**src/rtl/ikaopll_pg_slotseq_pkg.sv**
```systemverilog
// Shared types and constants for the PG slot sequencer.
// Latency: n/a (declarations only).
// Backpressure: n/a (declarations only).
//
// Contents:
//   NUM_SLOTS    operator slots per frame for the default 9-channel build
//   wr_sel_e     register-write target select codes
//   pg_slot_t    per-slot parameter bundle presented to the phase generator
//   slot_to_ch   slot index -> channel index helper
package ikaopll_pkg;

    localparam int NUM_SLOTS = 18;

    typedef enum logic [1:0] {
        WR_SEL_FNUML  = 2'd0,   // FNUM[7:0]
        WR_SEL_BLKKON = 2'd1,   // {KON, BLOCK[2:0], FNUM[8]}
        WR_SEL_MULPM  = 2'd2,   // {PM, MUL[3:0]}
        WR_SEL_RSVD   = 2'd3    // no target, write is dropped
    } wr_sel_e;

    typedef struct packed {
        logic [4:0] slot;
        logic       frame_start;
        logic [8:0] fnum;
        logic [2:0] block;
        logic [3:0] mul;
        logic       pm;
        logic       phase_rst;
    } pg_slot_t;

    // Value held by the output register while in reset: slot 0, frame start.
    localparam pg_slot_t PG_SLOT_RST = '{
        slot:        5'd0,
        frame_start: 1'b1,
        fnum:        9'd0,
        block:       3'd0,
        mul:         4'd0,
        pm:          1'b0,
        phase_rst:   1'b0
    };

    // Both operators of a channel sit in adjacent slots: even = modulator,
    // odd = carrier.
    function automatic logic [4:0] slot_to_ch(input logic [4:0] slot);
        return slot >> 1;
    endfunction

endpackage

```
**src/rtl/ikaopll_pg_slotseq_if.sv**
```systemverilog
// Register-write bus in, per-slot PG parameter bus out.
// Latency: n/a (wiring only).
// Backpressure: none; writes are single-cycle strobes, the PG side is a free-running stream.
//
// Signals:
//   wr_en/wr_sel/wr_idx/wr_data  register write strobe and payload (master -> sequencer)
//   pg                           parameters of the currently presented slot
//   pmval                        shared vibrato step
// Modports: master = register side / PG consumer, slave = sequencer.
interface ikaopll_pg_slotseq_if;
    import ikaopll_pkg::*;

    logic       wr_en;
    logic [1:0] wr_sel;
    logic [4:0] wr_idx;
    logic [7:0] wr_data;
    pg_slot_t   pg;
    logic [2:0] pmval;

    modport master (
        output wr_en, wr_sel, wr_idx, wr_data,
        input  pg, pmval
    );

    modport slave (
        input  wr_en, wr_sel, wr_idx, wr_data,
        output pg, pmval
    );

endinterface

```
**src/rtl/ikaopll_pg_slotseq_pmlfo.sv**
```systemverilog
// Frame divider and 3-bit vibrato step counter (PMVAL).
// Latency: PMVAL steps on the enabled edge carrying the PMVAL_DIV-th frame wrap.
// Backpressure: none; frozen while the enable is low.
//
// Ports:
//   emuclk  clock
//   rst     synchronous active-high reset
//   en      slot-advance enable (active high here)
//   wrap    high on the slot that wraps 17 -> 0
//   pmval   shared vibrato step, mod 8
module ikaopll_pg_pmlfo #(
    parameter int PMVAL_DIV = 1024
) (
    input  logic       emuclk,
    input  logic       rst,
    input  logic       en,
    input  logic       wrap,
    output logic [2:0] pmval
);

    localparam int FW = (PMVAL_DIV > 2) ? $clog2(PMVAL_DIV) : 1;

    logic [FW-1:0] frame_cnt;

    // PMVAL_DIV is a power of two, so the divider terminal count is all-ones.
    always_ff @(posedge emuclk) begin
        if (rst) begin
            frame_cnt <= '0;
            pmval     <= 3'd0;
        end else if (en && wrap) begin
            frame_cnt <= frame_cnt + 1'b1;
            if (&frame_cnt) begin
                pmval <= pmval + 3'd1;
            end
        end
    end

endmodule

```
**src/rtl/ikaopll_pg_slotseq.sv**
```systemverilog
// Slot sequencer / parameter scheduler feeding the phase generator.
// Latency: outputs load the slot the counter moves to on the same enabled edge (0 enables).
// Backpressure: none; everything except register writes freezes while i_phi1_NCEN_n is high.
//
// Ports:
//   i_EMUCLK       only clock
//   i_RST          synchronous active-high reset, dominates enable and writes
//   i_phi1_NCEN_n  active-low slot-advance enable
//   bus            register writes in; slot, frame start, FNUM/BLOCK/MUL/PM,
//                  PMVAL and phase-reset strobe out
module ikaopll_pg_slotseq
    import ikaopll_pkg::*;
#(
    parameter int NUM_CH    = 9,
    parameter int PMVAL_DIV = 1024
) (
    input  logic                  i_EMUCLK,
    input  logic                  i_RST,
    input  logic                  i_phi1_NCEN_n,
    ikaopll_pg_slotseq_if.slave   bus
);

    localparam int SLOTS = 2 * NUM_CH;
    localparam int CHW   = (NUM_CH > 1) ? $clog2(NUM_CH) : 1;
    localparam int OPW   = $clog2(SLOTS);

    localparam logic [4:0] SLOT_LAST = 5'(SLOTS - 1);
    localparam logic [4:0] CH_LIM    = 5'(NUM_CH);
    localparam logic [4:0] OP_LIM    = 5'(SLOTS);

    // ------------------------------------------------------------------
    // Parameter registers (written from the register side)
    // ------------------------------------------------------------------
    logic [8:0]        fnum_r  [NUM_CH];
    logic [2:0]        block_r [NUM_CH];
    logic [NUM_CH-1:0] kon_r;
    logic [3:0]        mul_r   [SLOTS];
    logic [SLOTS-1:0]  pm_r;

    logic              wr_ch_ok;
    logic              wr_op_ok;
    logic [CHW-1:0]    wr_ch;
    logic [OPW-1:0]    wr_op;

    assign wr_ch_ok = (bus.wr_idx < CH_LIM);
    assign wr_op_ok = (bus.wr_idx < OP_LIM);
    assign wr_ch    = CHW'(bus.wr_idx);
    assign wr_op    = OPW'(bus.wr_idx);

    // Writes are not gated by the slot enable. A write landing on the same
    // edge that presents its own slot is invisible until the next frame,
    // because the presentation path below samples these registers pre-edge.
    always_ff @(posedge i_EMUCLK) begin
        if (i_RST) begin
            for (int c = 0; c < NUM_CH; c++) begin
                fnum_r[c]  <= '0;
                block_r[c] <= '0;
            end
            for (int o = 0; o < SLOTS; o++) begin
                mul_r[o] <= '0;
            end
            kon_r <= '0;
            pm_r  <= '0;
        end else if (bus.wr_en) begin
            case (wr_sel_e'(bus.wr_sel))
                WR_SEL_FNUML: begin
                    if (wr_ch_ok) begin
                        fnum_r[wr_ch][7:0] <= bus.wr_data;
                    end
                end
                WR_SEL_BLKKON: begin
                    if (wr_ch_ok) begin
                        kon_r[wr_ch]       <= bus.wr_data[4];
                        block_r[wr_ch]     <= bus.wr_data[3:1];
                        fnum_r[wr_ch][8]   <= bus.wr_data[0];
                    end
                end
                WR_SEL_MULPM: begin
                    if (wr_op_ok) begin
                        pm_r[wr_op]  <= bus.wr_data[4];
                        mul_r[wr_op] <= bus.wr_data[3:0];
                    end
                end
                default: begin
                end
            endcase
        end
    end

    // ------------------------------------------------------------------
    // Slot walk and presentation
    // ------------------------------------------------------------------
    logic              en;
    logic              wrap;
    pg_slot_t          pg_q;
    pg_slot_t          pg_nxt;
    logic [4:0]        slot_nxt;
    logic [CHW-1:0]    ch_nxt;
    logic [OPW-1:0]    op_nxt;
    logic              prst_nxt;
    logic [NUM_CH-1:0] kon_seen;
    logic [NUM_CH-1:0] pend;

    assign en   = ~i_phi1_NCEN_n;
    // The presented slot register doubles as the slot counter.
    assign wrap = (pg_q.slot == SLOT_LAST);

    always_comb begin
        slot_nxt = wrap ? 5'd0 : pg_q.slot + 5'd1;
        ch_nxt   = CHW'(slot_to_ch(slot_nxt));
        op_nxt   = OPW'(slot_nxt);

        // Modulator slot detects the KON rising edge; carrier slot replays
        // the decision so both operators reset in the same frame.
        if (slot_nxt[0]) begin
            prst_nxt = pend[ch_nxt];
        end else begin
            prst_nxt = kon_r[ch_nxt] & ~kon_seen[ch_nxt];
        end

        pg_nxt             = PG_SLOT_RST;
        pg_nxt.slot        = slot_nxt;
        pg_nxt.frame_start = (slot_nxt == 5'd0);
        pg_nxt.fnum        = fnum_r[ch_nxt];
        pg_nxt.block       = block_r[ch_nxt];
        pg_nxt.mul         = mul_r[op_nxt];
        pg_nxt.pm          = pm_r[op_nxt];
        pg_nxt.phase_rst   = prst_nxt;
    end

    always_ff @(posedge i_EMUCLK) begin
        if (i_RST) begin
            pg_q     <= PG_SLOT_RST;
            kon_seen <= '0;
            pend     <= '0;
        end else if (en) begin
            pg_q <= pg_nxt;
            if (slot_nxt[0]) begin
                // KON is only re-sampled once per frame, so a 1->0->1 glitch
                // between two carrier visits never registers as an edge.
                kon_seen[ch_nxt] <= kon_r[ch_nxt];
                pend[ch_nxt]     <= 1'b0;
            end else begin
                pend[ch_nxt]     <= prst_nxt;
            end
        end
    end

    assign bus.pg = pg_q;

    // ------------------------------------------------------------------
    // Shared vibrato step
    // ------------------------------------------------------------------
    ikaopll_pg_pmlfo #(
        .PMVAL_DIV (PMVAL_DIV)
    ) u_pmlfo (
        .emuclk (i_EMUCLK),
        .rst    (i_RST),
        .en     (en),
        .wrap   (wrap),
        .pmval  (bus.pmval)
    );

endmodule

```
**src/flat_wrapper.sv**
```systemverilog
// flat-port wrapper written by rule: the top's interface ports become plain ports
module ikaopll_pg_slotseq_flat import ikaopll_pkg::*;
#(
    parameter int NUM_CH    = 9,
    parameter int PMVAL_DIV = 1024
)
  (i_EMUCLK, i_RST, i_phi1_NCEN_n, bus_wr_en, bus_wr_sel, bus_wr_idx, bus_wr_data, bus_pg, bus_pmval);
  ikaopll_pg_slotseq_if bus_i ();
  input  logic i_EMUCLK;
  input  logic i_RST;
  input  logic i_phi1_NCEN_n;
  input wire logic [$bits(bus_i.wr_en)-1:0] bus_wr_en;
  input wire logic [$bits(bus_i.wr_sel)-1:0] bus_wr_sel;
  input wire logic [$bits(bus_i.wr_idx)-1:0] bus_wr_idx;
  input wire logic [$bits(bus_i.wr_data)-1:0] bus_wr_data;
  output wire logic [$bits(bus_i.pg)-1:0] bus_pg;
  output wire logic [$bits(bus_i.pmval)-1:0] bus_pmval;
  assign bus_i.wr_en = bus_wr_en;
  assign bus_i.wr_sel = bus_wr_sel;
  assign bus_i.wr_idx = bus_wr_idx;
  assign bus_i.wr_data = bus_wr_data;
  assign bus_pg = bus_i.pg;
  assign bus_pmval = bus_i.pmval;
  ikaopll_pg_slotseq #(.NUM_CH(NUM_CH), .PMVAL_DIV(PMVAL_DIV)) u_core (.i_EMUCLK(i_EMUCLK), .i_RST(i_RST), .i_phi1_NCEN_n(i_phi1_NCEN_n), .bus(bus_i));
endmodule
```
**config.mk**
```make
export PLATFORM = sky130hd
export DESIGN_NAME = ikaopll_pg_slotseq_flat
export DESIGN_NICKNAME = d
export VERILOG_FILES = /design/src/rtl/ikaopll_pg_slotseq_pkg.sv /design/src/rtl/ikaopll_pg_slotseq_if.sv /design/src/rtl/ikaopll_pg_slotseq_pmlfo.sv /design/src/rtl/ikaopll_pg_slotseq.sv /design/src/flat_wrapper.sv
export SDC_FILE = /design/constraint.sdc
export NUM_CORES = 1
export LEC_CHECK = 0
export ABC_CLOCK_PERIOD_IN_PS = 4050
export CORE_MARGIN = 10
export CORE_UTILIZATION = 35
export DETAILED_ROUTE_END_ITERATION = 8
export PLACE_DENSITY = 0.46
export REMOVE_ABC_BUFFERS = 1
export SYNTH_ARGS = -nofsm -noshare
export SYNTH_HDL_FRONTEND = slang
export SYNTH_SLANG_ARGS = --single-unit
```
**constraint.sdc**
```tcl
create_clock -name i_EMUCLK -period 4.05 [get_ports i_EMUCLK]
set_input_delay 0.405 -clock i_EMUCLK [delete_from_list [all_inputs] [get_ports i_EMUCLK]]
set_output_delay 0.405 -clock i_EMUCLK [all_outputs]
set_load 0.01 [all_outputs]
```
==> results, run 1 <==
- The non-filler instance count after layout is 2333.
- The antenna cell count is 0.
- At the placement stage, the worst setup path has a slack of 0.614 ns.
- The HPWL reported at the end of detailed placement is 31500 um.
- In this run the tool buffered the top-level ports with 45 buffer cells.
- After synthesis the netlist holds a flip-flop and latch count of 402.
- The remaining number of nets flagged by the antenna check after routing is 0.
- The average wire per standard cell is 21.3 um.
- The count of synthesis-stage warnings from yosys is 0.
- The longest clock path from root to sink contains 3 buffers.
- The floorplan die width is 246 um.
- The weighted congestion reported at the end of routability-driven placement is 0.812.
- The die covers 60400 um^2.
- The worst slew margin relative to its limit is 25.0%.
- For the final database, setup skew stands at 0.0157 ns.
- Summing the sequential cell areas from Yosys gives 63.0% of the chip area.
- The share of total power in sequential cells is 48.8%.
- The data arrival time of the critical path is 3.96 ns.
- The H-tree generated during clock tree synthesis spans 2 levels.
- The number of setup violations in the final report is 0.
- The CTS sink count is 402.
- The biggest fanout along the worst timing path is 14.
- STA classifies the critical path startpoint as a register.
- The critical path is of the reg2reg type.
- Setup repair after global routing left no endpoint under its margin.
- The hold violation count in the final report is 0.
- The cell leakage power is 7.32 nW.
- The synthesized instance count is 1453.
- The I/O pin total is 46.
- STA puts the critical path data required time at 4.46 ns.
- Counting flops with a built-in enable in the synthesized netlist gives 320.
- The maximum vdd ir drop is 0.000311 V.
- For this run, asynchronously set or reset flops after synthesis account for 0%.
- The worst min-delay path class is in2reg.
- The analysis attributes to net switching a power of 2.30 mW.
- The placeable core area is 50300 um^2.
- The clock transition time at the flip-flop clock pins of the worst setup and hold paths is 0.06 ns.
- The internal power component is 7.44 mW.
- In this run the core area contains 82 standard-cell rows.
- The length of the first detailed-routing pass in iterations is 7.
- The run finished with clean final reports.
- The first global-routing pass estimated 76200 um of wire.
- Setup slack on the critical path of the routed design comes to 0.503 ns.
- In the routed design, unresolved DRC markers number 0.
- The floorplan step set the die height to 246 um.
- The number of global-route vias before repair is 12175.
- The area growth from synthesis to layout is 18.0%.
- The instance count after placement with tap cells included is 2247.
- The fmax is 0.282 GHz.
- Setup total negative slack on the finished layout was measured at 0 ns.
- The transition at the pin with the smallest max-transition slack is 1.12 ns.
- The number of setup buffers added after CTS is 0.
- Clock tree synthesis inserted a total of 46 buffers.
- After detailed routing, the number of vias per cell comes to 5.17.
- The worst-skew pair later-pin latency is 0.57 ns.
- The cell chosen for the clock root is sky130_fd_sc_hd__clkbuf_16.
- The ratio of cells with drive above 1 in the final layout is 12.0%.
- The net count of the finished layout is 1646.
- Global routing used 16.4% of the available tracks across all layers.
- The final layout contains routed wiring with a total length of 49700 um.
- Final hold analysis gives a worst-case slack of 0.351 ns.
- The combinational power share is 9.1%.
- The hold buffer count at CTS is 0.
- The effective utilization at floorplan is 35.5%.
- The initial antenna violation count was 2.
- The switching share of total power is 23.7%.
- The final route contains 12064 vias.
- The most common cell after layout, fill and taps aside is sky130_fd_sc_hd__edfxtp_1.
- In this run, the number of DRC markers left after iteration 0 of detailed routing was 1047.
- Each instance of the synthesized netlist takes up on average 12.3 um^2.
- After layout, the worst path uses 87.6% of the clock period.
- The clock tree from TritonCTS is built.
- The ratio of total power to cell area is 463 nW/um^2.
- The max-cap check violation count is 0.
- The clock period minus worst slack is 3.55 ns.
- The share of total power dissipated in the clock network is 42.1%.
- After clock tree synthesis, the repair step resized 0 gates.
- The library cells used most frequently in the layout, excluding fill and tap cells, are sky130_fd_sc_hd__edfxtp_1 (320), sky130_fd_sc_hd__nor2_1 (147), sky130_fd_sc_hd__conb_1 (140), sky130_fd_sc_hd__and2_1 (113), sky130_fd_sc_hd__nand2_1 (102).
- The distinct cell type count after synthesis is 74.
- Entering global routing, the biggest net connects 63 pins.
- In the synthesized netlist the dominant register cell turns out to be sky130_fd_sc_hd__edfxtp_1.
- The remaining global-route overflow is 0.
- The post-synthesis cell area is 17900 um^2.
- The number of pins with negative max-slew slack in the final report is 0.
- For this run, the share of the core covered by cells in the final layout is 41.9%.
- The worst setup path is captured at a register.
-- per-stage QoR --
step	power (mW)	area, um^2
2_1_floorplan	5.34	17800
3_3_place_gp	5.73	19600
3_5_place_dp	5.74	19600
4_1_cts	9.87	21100
5_1_grt	10.1	21100
6_report	9.75	21100
-- area by class of cell --
class                   count  area, um^2
well taps                 672         841
multi-input cells        1059        6590
inverters                  19        71.3
clock inverters            18         158
fillers                  4818       29200
clock buffers              68        1310
repair buffers             95         846
flip-flops and latches    402       11300
-- cells in the mapped netlist (all sizes together), types with 14 or more instances --
library cell	instances	area [um^2]
mux2	47	529
and2	113	707
mux2i	78	781
a222oi	44	440
clkbuf	67	251
o221ai	14	129
buf	45	274
a21oi	47	243
nand2	102	383
o22ai	28	175
edfxtp	320	9610
dfxtp	82	1640
o21ai	99	495
inv	19	71.3
nor2	149	559
nand3	19	95.1
-- kinds of logic (layout without fill, tap and decap cells) --
logic type,Yosys count,count (layout),share of synthesized area (%)
buffers and inverters,131,200,3.34
adders and majority gates,4,4,0.280
other,1,140,0.0210
AOI/OAI and AO/OA,333,333,13.2
DFF,402,402,63.0
and+or+nand+nor,446,446,12.3
xor gates and xnor gates,11,11,0.540
muxes,125,125,7.34
-- power by group through the flow --
stage | logic, mW | registers [mW] | clock network (mW)
5_1_grt | 0.976 | 4.78 | 4.37
3_5_place_dp | 0.895 | 4.84 | 0
2_1_floorplan | 0.522 | 4.82 | 0
6_report | 0.892 | 4.76 | 4.10
3_3_place_gp | 0.892 | 4.84 | 0
4_1_cts | 0.898 | 4.76 | 4.21
-- per-layer routing --
| metal | wire (um) | up-vias | share of wire [%] | global-route usage, % |
|---|---|---|---|---|
| met1 | 23600 | 5982 | 48 | 23.2 |
| met2 | 21900 | 334 | 44 | 25.1 |
| li1 | - | 5689 | - | - |
| met4 | 1030 | 0 | 2.1 | 4.37 |
| met5 | 0 | - | 0 | 0 |
| met3 | 3180 | 59 | 6.4 | 3.50 |
-- state kept, by name, indices dropped and copies added (netlist names), 9 cells and up --
name                      cells
u_core.block_r               48
u_core.bus.pg                24
u_core.fnum_r               144
u_core.kon_r                  9
u_core.kon_seen               9
u_core.mul_r                128
u_core.pend                   9
u_core.pm_r                  18
u_core.u_pmlfo.frame_cnt     10
-- critical path, stage by stage, from the launching register on --
cell                       delay [ns]
sky130_fd_sc_hd__dfxtp_1         0.64
sky130_fd_sc_hd__ha_1            0.49
sky130_fd_sc_hd__nand2b_1        0.23
sky130_fd_sc_hd__o21ai_4         0.08
sky130_fd_sc_hd__nand2b_1        0.65
sky130_fd_sc_hd__buf_4           0.26
sky130_fd_sc_hd__o22ai_1         0.10
sky130_fd_sc_hd__o311ai_1        0.74
sky130_fd_sc_hd__a41oi_1         0.21
-- final timing paths --
kind | from | endpoint | slack (ns) | cells past startpoint
max reg2reg | u_core.bus.pg[19] | u_core.bus.pg[3] | 0.50 | 8
max | u_core.bus.pg[19] | u_core.bus.pg[3] | 0.50 | 8
min | i_RST | u_core.pm_r[0] | 0.35 | 2
min reg2reg | u_core.kon_r[6] | u_core.kon_r[6] | 0.47 | 2
Power figures use the tool's default switching activity.
==> inputs of run 2 (changes only) <==
--- a/config.mk
+++ b/config.mk
@@ -6,6 +6,7 @@
 export NUM_CORES = 1
 export LEC_CHECK = 0
 export ABC_CLOCK_PERIOD_IN_PS = 4050
+export CORE_ASPECT_RATIO = 0.6
 export CORE_MARGIN = 10
 export CORE_UTILIZATION = 35
 export DETAILED_ROUTE_END_ITERATION = 8
==> run 2 against run 1 <==
Register-to-register slack worse by 0.07 ns. Sequential share of layout area up 0.30 points. Count of clock-buffer cells in the layout down 1. Utilization up 0.083 points. Cell count about the same. Critical endpoint is now u_core.kon_seen[4]. Largest power group unchanged.
==> results, run 2 (synthesis gave the netlist of run 1 again) <==
- The worst path required time is 4.43 ns (-0.03 ns).
- The initial antenna violation count is 1 (-1).
- More flip-flops sit in one register than any other, and that register is u_core.fnum_r.
- The worst slew margin relative to its limit is 24.7% (-0.37 points).
- The number of setup violations in the final report is 0 (unchanged).
- The worst min-delay path class is in2reg.
- The clock period minus worst slack is 3.62 ns (+0.0689 ns).
- The vertical die dimension was 195 um (-21%).
- The internal power component came to 7.14 mW (-4.1%).
- The placeable core area is 49900 um^2 (-0.75%).
- The hold buffer count at CTS was 0 (unchanged).
- The biggest fanout along the worst timing path is 18 (+4).
- TritonCTS built the clock tree.
- The largest buffer count on any clock path is 3 (unchanged).
- The remaining number of nets flagged by the antenna check after routing came to 0 (unchanged).
- The CTS sink count is 402 (unchanged).
- The remaining global-route overflow is 0 (unchanged).
- The weighted congestion reported at the end of routability-driven placement is 0.821 (+1.1%).
- The share of total power in sequential cells is 50.5% (+1.7 points).
- From synthesis to final layout, the design area changed by 17.4%.
- The post-cts gate resize count came to 0 (unchanged).
- The number of CTS-inserted buffers came to 41 (-11%).
- The DRC violation count after routing is 0 (unchanged).
- The number of nets in the finished design is 1642 (-0.24%).
- The number of global-route vias before repair was 11689 (-4.0%).
- The wire length of the first global-routing pass is 77300 um (+1.4%).
- The die area came to 60700 um^2 (+0.49%).
- The final routed wirelength across all metal layers was 51600 um (+3.7%).
- The combinational power share is 9.8% (+0.7 points).
- The switching share of total power is 24.1% (+0.49 points).
- In the layout the commonest cells are sky130_fd_sc_hd__edfxtp_1 (320), sky130_fd_sc_hd__nor2_1 (147), sky130_fd_sc_hd__conb_1 (140), sky130_fd_sc_hd__and2_1 (113), sky130_fd_sc_hd__nand2_1 (102).
- The data arrival time of the critical path is 4.00 ns (+0.04 ns).
- The floorplan die width is 312 um (+27%).
- The utilization of the core after routing was 42.0% (+0.083 points).
- The transition at the pin with the smallest max-transition slack came to 1.13 ns (+0.00554 ns).
- The total number of vias is 12237 (+1.4%).
- The fmax is 0.277 GHz (-1.9%).
- The maximum vdd ir drop was 0.000279 V (-10%).
- The largest net degree at the start of global routing is 72 (+14%).
- The number of vias per cell after detailed routing came to 5.24 (+1.4%).
- The critical path is of the reg2reg type.
- The net switching power figure is 2.27 mW (-1.5%).
- The tree is rooted in a sky130_fd_sc_hd__clkbuf_16.
- The fill cell total of the finished layout came to 4755 (-1.3%).
- The maximum clock skew at final layout was 0.0237 ns (+0.00797 ns).
- The average wire per standard cell is 22.1 um (+3.7%).
- The type of element capturing the critical path is a register.
- Setup repair after global routing left no endpoint under its margin.
- The hold violation count in the final report is 0 (unchanged).
- The largest registers in the layout are u_core.fnum_r: 144 flops, u_core.mul_r: 128 flops, u_core.block_r: 48 flops.
- The design area is 21000 um^2 (-0.55%).
- The maximum level of the CTS H-tree is 2 (unchanged).
- The ratio of cells with drive above 1 in the final layout was 11.9% (-0.11 points).
- The kind of start point of the critical path is a register.
- The clock transition time at the flip-flop clock pins of the worst setup and hold paths is 0.06 ns (about the same).
- The cell leakage power was 7.26 nW (-0.93%).
- The max-cap check violation count is 0 (unchanged).
- The number of core rows is 63 (-23%).
- The number of DRC markers after the initial detailed-route iteration is 1245 (+19%).
- The HPWL reported at the end of detailed placement is 34600 um (+9.9%).
- The most common cell after layout, fill and taps aside is sky130_fd_sc_hd__edfxtp_1.
- The flip-flop count of the largest register after layout is 144 (unchanged).
- The post-CTS setup-driven buffer insertion count came to 0 (unchanged).
- The proportion of power drawn by the clock network came to 39.6% (-2.5 points).
- The ratio of total power to cell area is 449 nW/um^2 (-2.9%).
- The total routing usage reported by global routing was 16.6% (+0.21 points).
- The effective utilization at floorplan is 35.8% (+0.27 points).
- The count of port buffers added during placement is 45 (unchanged).
- The number of pins with negative max-slew slack in the final report is 0 (unchanged).
- The share of the clock period used by the worst path after layout is 89.3% (+1.7 points).
- The worst-skew pair later-pin latency came to 0.56 ns (about the same).
- The total cell area at the placement stage is 19700 um^2 (+0.29%).
- The flow ran to the end, and the final reports show no timing, DRC or antenna violations.
- The I/O pin total is 46 (unchanged).
- The length of the first detailed-routing pass in iterations came to 8 (+1).
## run 2: final timing paths
check	startpoint	to	slack, ns	depth (start not counted)
worst min-delay path	i_RST	u_core.kon_r[8]	0.26	2
worst max-delay path	u_core.bus.pg[19]	u_core.kon_seen[4]	0.43	7
worst max register to register	u_core.bus.pg[19]	u_core.kon_seen[4]	0.43	7
worst min register to register	u_core.pend[8]	u_core.pend[8]	0.47	2
## run 2: power groups by stage
stage / logic [mW] / registers (mW) / clock network [mW]
after floorplan: 0.522 / 4.82 / 0
after global placement: 0.919 / 4.84 / 0
after detailed placement: 0.920 / 4.84 / 0
after CTS: 0.923 / 4.75 / 3.82
after global routing: 1.01 / 4.77 / 3.98
final: 0.926 / 4.75 / 3.73
## run 2: area by class of cell
class	instances	area (um^2)	area share, %
Multi-Input combinational cell	1059	6590	31.5
Timing Repair Buffer	96	891	4.25
Clock inverter	8	73.8	0.352
Clock buffer	67	1210	5.80
Antenna cell	1	2.50	0.0119
Tap cell	682	853	4.07
Sequential cell	402	11300	53.7
Inverter	19	71.3	0.340
## run 2: per-layer routing
layer,share of wire (%),GRT usage (%),vias up
met3,8.5,3.95,68
li1,-,-,5688
met2,38,21.8,425
met4,1.6,3.38,0
met1,52,26.6,6056
met5,0,0,-
## run 2: critical path, cell delays in order, from the launching register on
cell and delay, ns:
sky130_fd_sc_hd__dfxtp_1 0.63, sky130_fd_sc_hd__ha_1 0.68, sky130_fd_sc_hd__nor2b_4 0.13, sky130_fd_sc_hd__o31ai_4 0.88
sky130_fd_sc_hd__nor4_1 0.20, sky130_fd_sc_hd__o2bb2ai_1 0.21, sky130_fd_sc_hd__nor2_1 0.52, sky130_fd_sc_hd__a311oi_1 0.20
## run 2: per-stage QoR
stage	setup WS, ns	TNS (ns)	hold WS [ns]	total power, mW	cells
2_1_floorplan	-0.903	-20.78	0.430	5.34	1480
3_3_place_gp	0.701	0	0.450	5.76	2258
3_5_place_dp	0.596	0	0.453	5.76	2258
4_1_cts	0.569	0	0.230	9.50	2333
5_1_grt	0.150	0	0.237	9.76	2334
6_report	0.434	0	0.258	9.41	2334
